[src/rtl/wta_pkg.sv]
// Shared constants and arithmetic helpers for the winner-take-all LIF array.
package wta_pkg;

    // Default configuration of the array
    localparam int N_NEURONS_DEF     = 4;
    localparam int CUR_W_DEF         = 8;
    localparam int STATE_W_DEF       = 8;
    localparam int THRESHOLD_DEF     = 200;
    localparam int LEAK_SHIFT_DEF    = 2;
    localparam int REFRAC_CYCLES_DEF = 3;
    localparam int INHIB_DEF         = 32;

    // Working width of the helper functions; callers cast in and out
    localparam int ARITH_W = 32;

    // Unsigned add clamped to max_val; the extra carry bit rules out wrap-around
    function automatic logic [ARITH_W-1:0] sat_add(input logic [ARITH_W-1:0] a,
                                                   input logic [ARITH_W-1:0] b,
                                                   input logic [ARITH_W-1:0] max_val);
        logic [ARITH_W:0] sum;
        sum = {1'b0, a} + {1'b0, b};
        if (sum > {1'b0, max_val}) begin
            return max_val;
        end
        return sum[ARITH_W-1:0];
    endfunction

    // Unsigned subtract clamped at zero
    function automatic logic [ARITH_W-1:0] sat_sub(input logic [ARITH_W-1:0] a,
                                                   input logic [ARITH_W-1:0] b);
        return (a > b) ? (a - b) : '0;
    endfunction

    // Width of a neuron index
    function automatic int idx_w(input int n);
        return (n > 1) ? $clog2(n) : 1;
    endfunction

endpackage

[src/rtl/lif_neuron_core.sv]
// One leaky integrate-and-fire neuron: membrane state, refractory counter,
// leak/integrate/saturate candidate and fire eligibility.
module lif_neuron_core import wta_pkg::*; #(
    parameter int CUR_W         = CUR_W_DEF,
    parameter int STATE_W       = STATE_W_DEF,
    parameter int THRESHOLD     = THRESHOLD_DEF,
    parameter int LEAK_SHIFT    = LEAK_SHIFT_DEF,
    parameter int REFRAC_CYCLES = REFRAC_CYCLES_DEF,
    parameter int INHIB         = INHIB_DEF
) (
    input  logic               clk,
    input  logic               rst_n,
    input  logic               en,
    input  logic [CUR_W-1:0]   current,
    input  logic               fire,
    input  logic               inhibit_hard,
    input  logic               inhibit_soft,
    output logic [STATE_W-1:0] cand,
    output logic               eligible,
    output logic [STATE_W-1:0] state
);

    localparam int                 RC_W      = (REFRAC_CYCLES > 0) ? $clog2(REFRAC_CYCLES + 1) : 1;
    localparam logic [RC_W-1:0]    RC_LOAD   = RC_W'(REFRAC_CYCLES);
    localparam logic [ARITH_W-1:0] STATE_MAX = ARITH_W'((64'd1 << STATE_W) - 64'd1);

    logic [STATE_W-1:0] state_p1;
    logic [RC_W-1:0]    refrac_p1;
    logic               busy_p0;
    logic [STATE_W-1:0] leaked_p0;
    logic [STATE_W-1:0] soft_p0;

    // Stage p0: leak, integrate and saturate the current state into a candidate
    always_comb begin
        busy_p0   = (refrac_p1 != '0);
        leaked_p0 = state_p1 - (state_p1 >> LEAK_SHIFT);
        cand      = '0;
        if (!busy_p0) begin
            cand = STATE_W'(sat_add(ARITH_W'(leaked_p0), ARITH_W'(current), STATE_MAX));
        end
        eligible  = !busy_p0 && (ARITH_W'(cand) >= ARITH_W'(THRESHOLD));
        soft_p0   = STATE_W'(sat_sub(ARITH_W'(cand), ARITH_W'(INHIB)));
    end

    // Stage p1: commit the candidate, apply winner/loser handling, run refractory count
    always_ff @(posedge clk or negedge rst_n) begin
        if (!rst_n) begin
            state_p1  <= '0;
            refrac_p1 <= '0;
        end else if (en) begin
            if (busy_p0) begin
                refrac_p1 <= refrac_p1 - RC_W'(1);
                state_p1  <= '0;
            end else if (fire) begin
                state_p1  <= '0;
                refrac_p1 <= RC_LOAD;
            end else if (inhibit_hard) begin
                state_p1  <= '0;
            end else if (inhibit_soft) begin
                state_p1  <= soft_p0;
            end else begin
                state_p1  <= cand;
            end
        end
    end

    assign state = state_p1;

endmodule

[src/rtl/wta_lif_array.sv]
// Winner-take-all array of LIF neurons: picks the strongest eligible neuron
// (lowest index on ties), fires it and suppresses the rest hard or soft.
module wta_lif_array import wta_pkg::*; #(
    parameter int N_NEURONS     = N_NEURONS_DEF,
    parameter int CUR_W         = CUR_W_DEF,
    parameter int STATE_W       = STATE_W_DEF,
    parameter int THRESHOLD     = THRESHOLD_DEF,
    parameter int LEAK_SHIFT    = LEAK_SHIFT_DEF,
    parameter int REFRAC_CYCLES = REFRAC_CYCLES_DEF,
    parameter int INHIB         = INHIB_DEF
) (
    input  logic                            clk,
    input  logic                            rst_n,
    input  logic                            en,
    input  logic                            mode,
    input  logic [N_NEURONS*CUR_W-1:0]      current,
    input  logic [idx_w(N_NEURONS)-1:0]     sel,
    output logic [N_NEURONS-1:0]            spike,
    output logic [idx_w(N_NEURONS)-1:0]     winner_idx,
    output logic                            winner_valid,
    output logic [STATE_W-1:0]              state_out
);

    localparam int IDX_W = idx_w(N_NEURONS);

    logic [STATE_W-1:0] cand_p0  [N_NEURONS];
    logic [STATE_W-1:0] state_p1 [N_NEURONS];
    logic [N_NEURONS-1:0] elig_p0;
    logic [N_NEURONS-1:0] fire_p0;
    logic                 win_any_p0;
    logic [STATE_W-1:0]   win_val_p0;
    logic [IDX_W-1:0]     win_idx_p0;
    logic                 inhibit_hard_p0;
    logic                 inhibit_soft_p0;

    for (genvar i = 0; i < N_NEURONS; i++) begin : g_neuron
        lif_neuron_core #(
            .CUR_W         (CUR_W),
            .STATE_W       (STATE_W),
            .THRESHOLD     (THRESHOLD),
            .LEAK_SHIFT    (LEAK_SHIFT),
            .REFRAC_CYCLES (REFRAC_CYCLES),
            .INHIB         (INHIB)
        ) u_core (
            .clk          (clk),
            .rst_n        (rst_n),
            .en           (en),
            .current      (current[i*CUR_W +: CUR_W]),
            .fire         (fire_p0[i]),
            .inhibit_hard (inhibit_hard_p0),
            .inhibit_soft (inhibit_soft_p0),
            .cand         (cand_p0[i]),
            .eligible     (elig_p0[i]),
            .state        (state_p1[i])
        );
    end

    // Stage p0: argmax over eligible candidates; strict '>' keeps the lowest index on ties
    always_comb begin
        win_any_p0 = 1'b0;
        win_val_p0 = '0;
        win_idx_p0 = '0;
        for (int i = 0; i < N_NEURONS; i++) begin
            if (elig_p0[i] && (!win_any_p0 || (cand_p0[i] > win_val_p0))) begin
                win_any_p0 = 1'b1;
                win_val_p0 = cand_p0[i];
                win_idx_p0 = IDX_W'(i);
            end
        end
    end

    // Stage p0: one-hot fire strobe and loser suppression for the neuron cores
    always_comb begin
        fire_p0 = '0;
        for (int i = 0; i < N_NEURONS; i++) begin
            fire_p0[i] = win_any_p0 && (win_idx_p0 == IDX_W'(i));
        end
        inhibit_hard_p0 = win_any_p0 && !mode;
        inhibit_soft_p0 = win_any_p0 && mode;
    end

    // Stage p1: registered spike vector, winner pulse and sticky winner index
    always_ff @(posedge clk or negedge rst_n) begin
        if (!rst_n) begin
            spike        <= '0;
            winner_valid <= 1'b0;
            winner_idx   <= '0;
        end else if (en) begin
            spike        <= fire_p0;
            winner_valid <= win_any_p0;
            if (win_any_p0) begin
                winner_idx <= win_idx_p0;
            end
        end else begin
            spike        <= '0;
            winner_valid <= 1'b0;
        end
    end

    // Observation mux of the selected neuron's membrane state
    always_comb begin
        state_out = '0;
        for (int i = 0; i < N_NEURONS; i++) begin
            if (sel == IDX_W'(i)) begin
                state_out = state_p1[i];
            end
        end
    end

endmodule

[config.mk]
export PLATFORM = sky130hd
export DESIGN_NAME = wta_lif_array
export DESIGN_NICKNAME = d
export VERILOG_FILES = /design/src/rtl/wta_pkg.sv /design/src/rtl/lif_neuron_core.sv /design/src/rtl/wta_lif_array.sv
export SDC_FILE = /design/constraint.sdc
export NUM_CORES = 1
export LEC_CHECK = 0
export BUFFER_PORTS_ARGS = -buffer_cell sky130_fd_sc_hd__buf_2
export CAP_MARGIN = 0
export CORE_ASPECT_RATIO = 1.25
export CORE_MARGIN = 1.5
export CORE_UTILIZATION = 45
export CTS_BUF_LIST = sky130_fd_sc_hd__clkbuf_16
export DETAILED_ROUTE_END_ITERATION = 12
export SLEW_MARGIN = 20
export SYNTH_ARGS = -nofsm -noshare
export SYNTH_HDL_FRONTEND = slang
export SYNTH_SLANG_ARGS = --single-unit
[constraint.sdc]
create_clock -name clk -period 16.7 [get_ports clk]
set_input_delay 0.835 -clock clk [delete_from_list [all_inputs] [get_ports clk]]
set_output_delay 0.835 -clock clk [all_outputs]
set_load 0.05 [all_outputs]
==> impl_metrics.tcl, run 1 <==
set metrics [dict create \
    status "complete, no violations" \
    worstMarginPinSlew_ns 0.902 \
    die_x_um 108 \
    post-dp-hpwl_mm 14.0 \
    fin_util 0.504 \
    cts-buffers-inserted 5 \
    cts.sinks 47 \
    period_share 0.590 \
    ctsHoldBuffers 0 \
    core_um2 13300 \
    htreeDepth 2 \
    nets 915 \
    fp.dieArea_um2 14500 \
    fp.dieH_um 134 \
    gp_congestion 0.862 \
    avgSynthCellArea_um2 8.38 \
    setup_viol 0 \
    drcViolationCount 0 \
    rrSetupSlack_ns 6.84 \
    gr-usage-met2 0.440 \
    cts_tree "built" \
    maxSlewViolCount 0 \
    cts.reportedPaths.clkPinSlew_ns 0.07 \
    ioPinCount 53 \
    ys_warn_count 0 \
    vias 5597 \
    ys.flop_type "dfrtp_1" \
    initial_core_util 0.464 \
    clock_latency_ns 0.29 \
    reg2reg_from "g_neuron[0].u_core.state[3]$_DFFE_PN0P_" \
    synth_cells 739 \
    min_period_ns 9.86 \
    place_ws_ns 7.02 \
    rows 47 \
    grt-ovfl-total 0 \
    cts-root-buf "clkbuf_16" \
    min_path_type "reg -> reg" \
    detail_route.iter0.violations 337 \
    setup_tns_ns 0 \
    worst_slack_ns 6.84 \
    min_from "winner_idx[0]$_DFFE_PN0P_" \
    critPathSlowestCell "o221ai_2" \
    synth_nets 877 \
    ys_seq_area_frac 0.190 \
    grt_pass1_wl_mm 28.0 \
    numPortBuffers 52 \
    synth-edff-count 0 \
    fillers 1269 \
    critPathArrivalTime_ns 10.07 \
    routed_wl_mm 17.1 \
    grt_antenna_before_repair 0 \
    netlist_area_um2 6190 \
    slowest_delay_ns 0.68 \
    startpoint "g_neuron[0].u_core.state[3]$_DFFE_PN0P_" \
    r2r_cells 41 \
    grt_pass1_vias 5640 \
    drive_above_1_share 0.139 \
    top_usage_layer "met2" \
    ys_seq_elements 47 \
    maxSlewHeadroom 0.399 \
    maxCapViolCount 0 \
    synth.distinct_cells 82 \
    cts_buffer_depth 2 \
    met1_usage 0.293 \
    path_class "reg -> reg" \
    diodes 0 \
    cp_max_fo 19 \
    area_delta_synth_final_pct 8.65 \
    endpoint "g_neuron[1].u_core.refrac_p1[0]$_DFFE_PN0P_" \
    grt_max_degree 48 \
    holdWs_ns 0.484 \
    required_ns 16.91 \
    r2r_end "g_neuron[1].u_core.refrac_p1[0]$_DFFE_PN0P_" \
    asyncSetResetFlopFracSynth 1.00 \
    postRouteAntennaNets 0 \
    avgRoutedWirePerCell_um 18.0 \
    crit_path_end_kind "flop" \
    grt_usage 0.244 \
    fmax_mhz 101 \
    cts_resized 0 \
    use_met3 0.0194 \
    crit_path_start_kind "flop" \
    dr.pass1.iters 5 \
    routed_via_density 5.90 \
    fin_skew_ns 0.00536 \
    rsz0062_at_grt "no" \
    postCtsSetupRepairBufs 0 \
    hold_viol_final 0 \
]
## Yosys cell counts, drive strengths merged (3+ instances only)
cell	number	area share
or4	5	0.0073
fa	8	0.026
nand2b	17	0.017
a21o	15	0.018
o2111ai	3	0.0042
a211o	3	0.0042
xor2	17	0.024
a31o	4	0.0057
dfrtp	47	0.19
or2	9	0.0091
a31oi	4	0.0040
nor3	3	0.0024
a211oi	10	0.012
o31ai	7	0.0093
nand4	11	0.015
o211ai	9	0.011
o21a	8	0.0097
o21ai	53	0.043
inv	93	0.056
o22ai	28	0.033
nor2b	16	0.016
buf	5	0.0071
and2	8	0.0085
mux2	8	0.015
ha	92	0.19
o2bb2ai	5	0.0071
o221ai	3	0.0053
xnor2	23	0.033
or3	4	0.0040
nor2	58	0.035
mux4	8	0.029
a21oi	45	0.036
o21bai	9	0.012
mux2i	5	0.0081
nand3	11	0.011
nand2	34	0.022
clkbuf	16	0.0097
## worst max-delay path, delay by kind of cell, from the launching register on
family          cells  cell delay (ns)
compound gates     22             5.69
buf+inv             2             0.46
xor+xnor            1             0.14
flops               1             0.47
fa+ha+maj           5             1.63
simple gates       11             1.37
## state kept, by name, summed over array words and instances, names as in the netlist
register	cells
g_neuron.u_core.refrac_p1	8
g_neuron.u_core.state	32
winner_valid	1
spike	4
winner_idx	2
## per-layer routing
metal  vias to the layer above  wire (um)  share of wire
met2                       121       8580           0.50
met3                        36        573          0.034
li1                       2756          -              -
met1                      2684       7210           0.42
met5                         -          0              0
met4                         0        738          0.043
## metrics by stage
step                instances  area (um2)
floorplan                 739        6190
global route              948        6730
global placement          941        6560
finish                    948        6730
detailed placement        941        6560
CTS                       948        6730
## worst min-delay path by stage
stage	cells after the start	slack (ns)	endpoint
final	1	0.48	winner_idx[0]$_DFFE_PN0P_
after global routing	1	0.52	g_neuron[0].u_core.refrac_p1[0]$_DFFE_PN0P_
after CTS	1	0.49	g_neuron[0].u_core.refrac_p1[0]$_DFFE_PN0P_
after detailed placement	1	0.47	g_neuron[0].u_core.refrac_p1[0]$_DFFE_PN0P_
after global placement	1	0.46	g_neuron[0].u_core.refrac_p1[0]$_DFFE_PN0P_
after floorplan	1	0.44	g_neuron[0].u_core.refrac_p1[0]$_DFFE_PN0P_
## logic make-up after synthesis
family,after synthesis,synth area share
and+or+nand+nor,186,0.160
adders and majority gates,100,0.212
DFF,47,0.190
AOI/OAI and AO/OA,230,0.256
muxes,21,0.0517
buffers and inverters,115,0.0738
xor gates and xnor gates,40,0.0566
## cell usage in the layout, fill, tap and decap left out, types with 4 or more instances in the layout
cell / instances
nand4_1: 9
inv_1: 93
a31oi_1: 4
o21ai_0: 48
a21o_1: 15
o21a_1: 8
o22ai_1: 23
or3_1: 4
nand2b_1: 17
nand2_1: 33
nor2b_1: 16
clkbuf_16: 5
nand3_1: 9
mux2_2: 8
mux2i_1: 5
and2_1: 7
a21oi_1: 45
mux4_2: 8
xnor2_1: 23
buf_2: 51
a211oi_1: 10
fa_1: 8
o22ai_2: 5
o21ai_1: 4
o21bai_1: 8
or2_2: 8
o31ai_1: 6
o2bb2ai_1: 5
dfrtp_1: 47
nor2_1: 58
o211ai_1: 9
xor2_1: 17
ha_1: 92
## final cells by class
| class | instances | area (um2) | share of cell area |
|---|---|---|---|
| sequential | 47 | 1180 | 0.175 |
| clock buffer | 5 | 125 | 0.0186 |
| inverter | 94 | 353 | 0.0524 |
| clock inverter | 2 | 37.5 | 0.00558 |
| multi-input combinational | 577 | 4560 | 0.678 |
| tap | 171 | 214 | 0.0318 |
| timing repair buffer | 52 | 263 | 0.0391 |
Power of run 1 is not shown: default switching activity piles up to over one toggle a cycle in this logic, so the estimate is an artifact.
==> inputs of run 2 (changes only) <==
Settings changed: ABC_AREA set to 1.
Clock period 16.7 ns to 10.2 ns, I/O delays scaled along.
==> run 2 against run 1 <==
Against the previous run:
- clock skew up 0.0046 ns
- maximum frequency up 26%
- core utilization up 0.13 points
- register-to-register slack worse by 4.4 ns
- first-iteration DRC count down 13%
- worst setup slack worse by 4.4 ns
- flip-flop and latch count unchanged
- global-route usage down 0.85 points
- via count up 9.2%
- wire length down 2.5%
- synthesized area up 4.5%
- critical endpoint is now g_neuron[3].u_core.state[1]$_DFFE_PN0P_
==> impl_metrics.tcl, run 2 <==
set metrics [dict create \
    routed_via_density 5.02 \
    final_cell_mix "289 x nand2_1, 189 x inv_1, 92 x ha_1, 65 x nand3_1, 53 x nor2_1" \
    min_period_ns 7.80 \
    cp_max_fo 18 \
    grt_pass1_vias 6036 \
    setup_tns_ns 0 \
    cts.reportedPaths.clkPinSlew_ns 0.07 \
    asyncSetResetFlopFracSynth 1.00 \
    crit_path_end_kind "flop" \
    grt_usage 0.236 \
    diodes 0 \
    period_share 0.765 \
    htreeDepth 2 \
    numPortBuffers 52 \
    cts_tree "built" \
    cts_resized 0 \
    fp.dieH_um 137 \
    synth_top_area_cell "dfrtp_1" \
    drcViolationCount 0 \
    synth_nets 1131 \
    core_um2 13900 \
    cts_buffer_depth 2 \
    critPathSlowestCell "dfrtp_1" \
    final_common_cell "nand2_1" \
    ys_warn_count 0 \
    rrSetupSlack_ns 2.40 \
    fin_skew_ns 0.00995 \
    final_cell_area_um2 7040 \
    synth.top_cell.area_share 0.182 \
    rows 48 \
    fp.dieArea_um2 15100 \
    critPathArrivalTime_ns 8.00 \
    crit_top_cell "nand2_1" \
    dr.pass1.iters 4 \
    postRouteAntennaNets 0 \
    avgSynthCellArea_um2 6.52 \
    min_path_type "in -> async" \
    grt_antenna_before_repair 0 \
    slowest_delay_ns 0.43 \
    synth-edff-count 0 \
    status "complete, no violations" \
    worstMarginPinSlew_ns 0.650 \
    avgRoutedWirePerCell_um 13.7 \
    routed_wl_mm 16.7 \
    vias 6111 \
    area_delta_synth_final_pct 8.82 \
    grt-ovfl-total 0 \
    yosys-top-cells-count "289 x nand2_1, 189 x inv_1, 92 x ha_1" \
    hold_viol_final 0 \
    ctsHoldBuffers 0 \
    placed_cell_area_um2 6910 \
    path_class "reg -> reg" \
    rsz0062_at_grt "no" \
    ys_seq_elements 47 \
    largest_register_ffs 32 \
    post-dp-hpwl_mm 14.0 \
    maxCapViolCount 0 \
    synth_area_leaders "dfrtp_1 18%, ha_1 18%, nand2_1 17%, inv_1 11%, nand3_1 5.0%" \
    cts-root-buf "clkbuf_16" \
    setup_viol 0 \
    synth.distinct_cells 40 \
    cts.sinks 47 \
    ys.flop_type "dfrtp_1" \
    fillers 1500 \
    cts-buffers-inserted 5 \
    die_x_um 110 \
    grt_max_degree 48 \
    maxSlewViolCount 0 \
    crit_path_start_kind "flop" \
    yosysMostFrequentCell "nand2_1" \
    fmax_mhz 128 \
    clock_latency_ns 0.29 \
    holdWs_ns 0.323 \
    nets 1180 \
    required_ns 10.40 \
    detail_route.iter0.violations 293 \
    grt_pass1_wl_mm 28.1 \
    gp_congestion 0.983 \
    drive_above_1_share 0.109 \
    synth_cells 993 \
    netlist_area_um2 6470 \
    maxSlewHeadroom 0.566 \
    initial_core_util 0.464 \
    ys_seq_area_frac 0.182 \
    ioPinCount 53 \
    postCtsSetupRepairBufs 0 \
]
run 2: cell types whose count changed after synthesis, sizes merged, moves of 11 or more:
cell / change
inv: +101
nor2b: -16
nand2: +276
nand2b: -17
o22ai: -18
a21o: -15
nand3: +60
a21oi: +11
run 2: worst paths after layout:
check / start / endpoint / cells past startpoint
min in group clk: g_neuron[3].u_core.refrac_p1[1]$_DFFE_PN0P_ / g_neuron[3].u_core.refrac_p1[1]$_DFFE_PN0P_ / 2
max reg2reg: g_neuron[0].u_core.state[2]$_DFFE_PN0P_ / g_neuron[3].u_core.state[1]$_DFFE_PN0P_ / 51
min reg2reg: g_neuron[3].u_core.refrac_p1[1]$_DFFE_PN0P_ / g_neuron[3].u_core.refrac_p1[1]$_DFFE_PN0P_ / 2
max in group asynchronous: rst_n / g_neuron[2].u_core.state[5]$_DFFE_PN0P_ / 2
min: rst_n / g_neuron[1].u_core.refrac_p1[0]$_DFFE_PN0P_ / 2
max: g_neuron[0].u_core.state[2]$_DFFE_PN0P_ / g_neuron[3].u_core.state[1]$_DFFE_PN0P_ / 51
run 2: cells by family after synthesis:
kind of cell,share of synthesized area
adder cells (fa/ha/maj),0.203
flip-flops,0.182
AO/OA/AOI/OAI,0.129
buffers and inverters,0.122
XOR/XNOR,0.0406
AND/OR/NAND/NOR,0.324
run 2: routing by layer:
| metal | global-route usage | vias up | part of all wire |
|---|---|---|---|
| met2 | 0.428 | 81 | 0.50 |
| met4 | 0.0677 | 0 | 0.019 |
| met5 | 0 | - | 0 |
| met3 | 0.0143 | 18 | 0.022 |
| met1 | 0.296 | 2755 | 0.46 |
| li1 | - | 3257 | - |
run 2: layout make-up:
| cell class | instances | area [um2] | area share |
|---|---|---|---|
| clock inverter | 2 | 8.76 | 0.00124 |
| clock buffer | 5 | 125 | 0.0178 |
| tap | 175 | 219 | 0.0311 |
| inverter | 195 | 732 | 0.104 |
| timing repair buffer | 54 | 275 | 0.0391 |
| multi-input combinational | 739 | 4500 | 0.640 |
| sequential | 47 | 1180 | 0.167 |
run 2: through the flow:
stage | std cells | util | setup WS (ns)
after global placement | 1210 | 0.496 | 2.47
final | 1217 | 0.505 | 2.40
after global routing | 1217 | 0.505 | 1.47
after detailed placement | 1210 | 0.496 | 2.52
after CTS | 1217 | 0.505 | 2.46
after floorplan | 993 | - | 3.44
run 2: worst max-delay path: cells and delay by family, from the launching register on:
kind	cells	cell delay, ns
xor+xnor	1	0.15
simple gates	28	2.89
compound gates	14	2.12
flops	1	0.43
buf+inv	2	0.17
fa+ha+maj	6	1.93
Power of run 2 is left out for the same reason.
==> inputs of run 3 (changes only) <==
Settings changed: PLACE_DENSITY set to 0.65.
Clock period 10.2 ns to 6.51 ns, I/O delays scaled along.
==> run 3 against run 2 <==
Against the previous run:
- worst setup slack got worse by 2.7 ns
- global-route usage increased by 1.5 points
- cell count is 9.5% higher
- maximum frequency rose by 15%
- the run now ends with negative setup slack left
- largest cell class unchanged
- highest routed layer unchanged
- cell area grew 21%
- sequential share of layout area shrank 2.9 points
- first-iteration DRC count up 34%
- critical path depth shrank 2
==> impl_metrics.tcl, run 3 (synthesized netlist as in run 2, its figures left out) <==
set metrics [dict create \
    cts_tree "built" \
    grt_pass1_wl_mm 29.8 \
    largest_register_ffs 32 \
    cts_buffer_depth 2 \
    final_common_cell "nand2_1" \
    place_ws_ns -0.440 \
    cts-root-buf "clkbuf_16" \
    drcViolationCount 0 \
    path_class "reg -> reg" \
    detail_route.iter0.violations 394 \
    htreeDepth 2 \
    critPathArrivalTime_ns 7.00 \
    initial_core_util 0.464 \
    postRouteAntennaNets 0 \
    rsz0062_at_grt "yes" \
    cp_max_fo 7 \
    vias 6803 \
    maxCapViolCount 0 \
    dr.pass1.iters 5 \
    die_x_um 110 \
    core_um2 13900 \
    drive_above_1_share 0.288 \
    fp.dieArea_um2 15100 \
    avgRoutedWirePerCell_um 14.0 \
    maxSlewHeadroom 0.564 \
    nets 1295 \
    grt_max_degree 48 \
    fmax_mhz 148 \
    maxSlewViolCount 0 \
    rrSetupSlack_ns -0.26 \
    grt_usage 0.250 \
    area_delta_synth_final_pct 32.0 \
    period_share 1.04 \
    fp.dieH_um 137 \
    min_period_ns 6.77 \
    cts.reportedPaths.clkPinSlew_ns 0.07 \
    crit_path_start_kind "flop" \
    status "complete, but fails checks" \
    min_path_type "in -> async" \
    cts.sinks 47 \
    routed_wl_mm 18.6 \
    setup_viol 46 \
    cts-buffers-inserted 5 \
    post-dp-hpwl_mm 14.6 \
    crit_top_cell "nand2_1" \
    hold_viol_final 0 \
    rows 48 \
    diodes 0 \
    setup_tns_ns -8.22 \
    worst_slack_ns -0.257 \
    clock_latency_ns 0.30 \
    final_cell_mix "262 x nand2_1, 184 x inv_1, 108 x buf_4, 75 x ha_1, 55 x nand3_1" \
    numPortBuffers 52 \
    violations "negative setup slack" \
    gp_congestion 0.934 \
    ioPinCount 53 \
    crit_buf_inv 4 \
    final_cell_area_um2 8540 \
    routed_via_density 5.10 \
    grt_antenna_before_repair 0 \
    slowest_delay_ns 0.43 \
    fin_skew_ns 0.00664 \
    required_ns 6.75 \
    critPathSlowestCell "dfrtp_1" \
    ctsHoldBuffers 0 \
    worstMarginPinSlew_ns 0.653 \
    placed_cell_area_um2 7660 \
    cp_top_family "simple AND/OR/NAND/NOR gates" \
    grt_pass1_vias 6594 \
    grt-ovfl-total 0 \
    crit_path_end_kind "flop" \
]
## run 3: changes by cell type in the layout (fill, tap and decap cells not counted), sizes merged
cell and delta:
buf +113, clkinv +1, clkinvlp +1, inv -1, nand2 +2
## run 3: through the flow
stage	hold slack, ns	util	cells
final	0.138	0.613	1333
after global routing	0.195	0.613	1333
after CTS	0.169	0.585	1327
after detailed placement	0.478	0.550	1304
after global placement	0.468	0.550	1304
after floorplan	0.0299	-	993
## run 3: per-layer routing
metal  GRT usage  wire length [um]
met5           0                 0
met4      0.0983               646
met3      0.0238               698
met2       0.466              9530
met1       0.288              7750
## run 3: what timing repair did
item,4_1_cts,5_1_grt
setup endpoints to repair,46,46
gates resized for setup,64,77
pin swaps,63,63
gates cloned,2,0
setup buffers,13,6
hold endpoints to repair,0,0
## run 3: path summary, 6_finish.rpt
check / depth (start not counted) / start / endpoint
worst max-delay path: 49 / g_neuron[1].u_core.state[2]$_DFFE_PN0P_ / g_neuron[1].u_core.state[2]$_DFFE_PN0P_
worst min-delay path: 2 / rst_n / g_neuron[1].u_core.state[2]$_DFFE_PN0P_
worst max register to register: 49 / g_neuron[1].u_core.state[2]$_DFFE_PN0P_ / g_neuron[1].u_core.state[2]$_DFFE_PN0P_
worst min register to register: 2 / g_neuron[3].u_core.refrac_p1[1]$_DFFE_PN0P_ / g_neuron[3].u_core.refrac_p1[1]$_DFFE_PN0P_
max in group asynchronous: 2 / rst_n / g_neuron[0].u_core.state[3]$_DFFE_PN0P_
min in group clk: 2 / g_neuron[3].u_core.refrac_p1[1]$_DFFE_PN0P_ / g_neuron[3].u_core.refrac_p1[1]$_DFFE_PN0P_
## run 3: cell type report
cell class                      count  area, um2
Tap cell                          175        219
Multi-Input combinational cell    741       5100
Sequential cell                    47       1180
Clock buffer                        5        125
Fill cell                        1304       5390
Timing Repair Buffer              167       1150
Clock inverter                      3       20.0
Inverter                          195        747
## run 3: worst reg2reg max path, delay by kind of cell (launching register included)
family,cells,cell delay (ns)
simple gates,23,2.15
fa+ha+maj,6,1.82
compound gates,15,1.74
flops,1,0.43
buf+inv,4,0.38
xor+xnor,1,0.16
Power of run 3 is left out for the same reason.
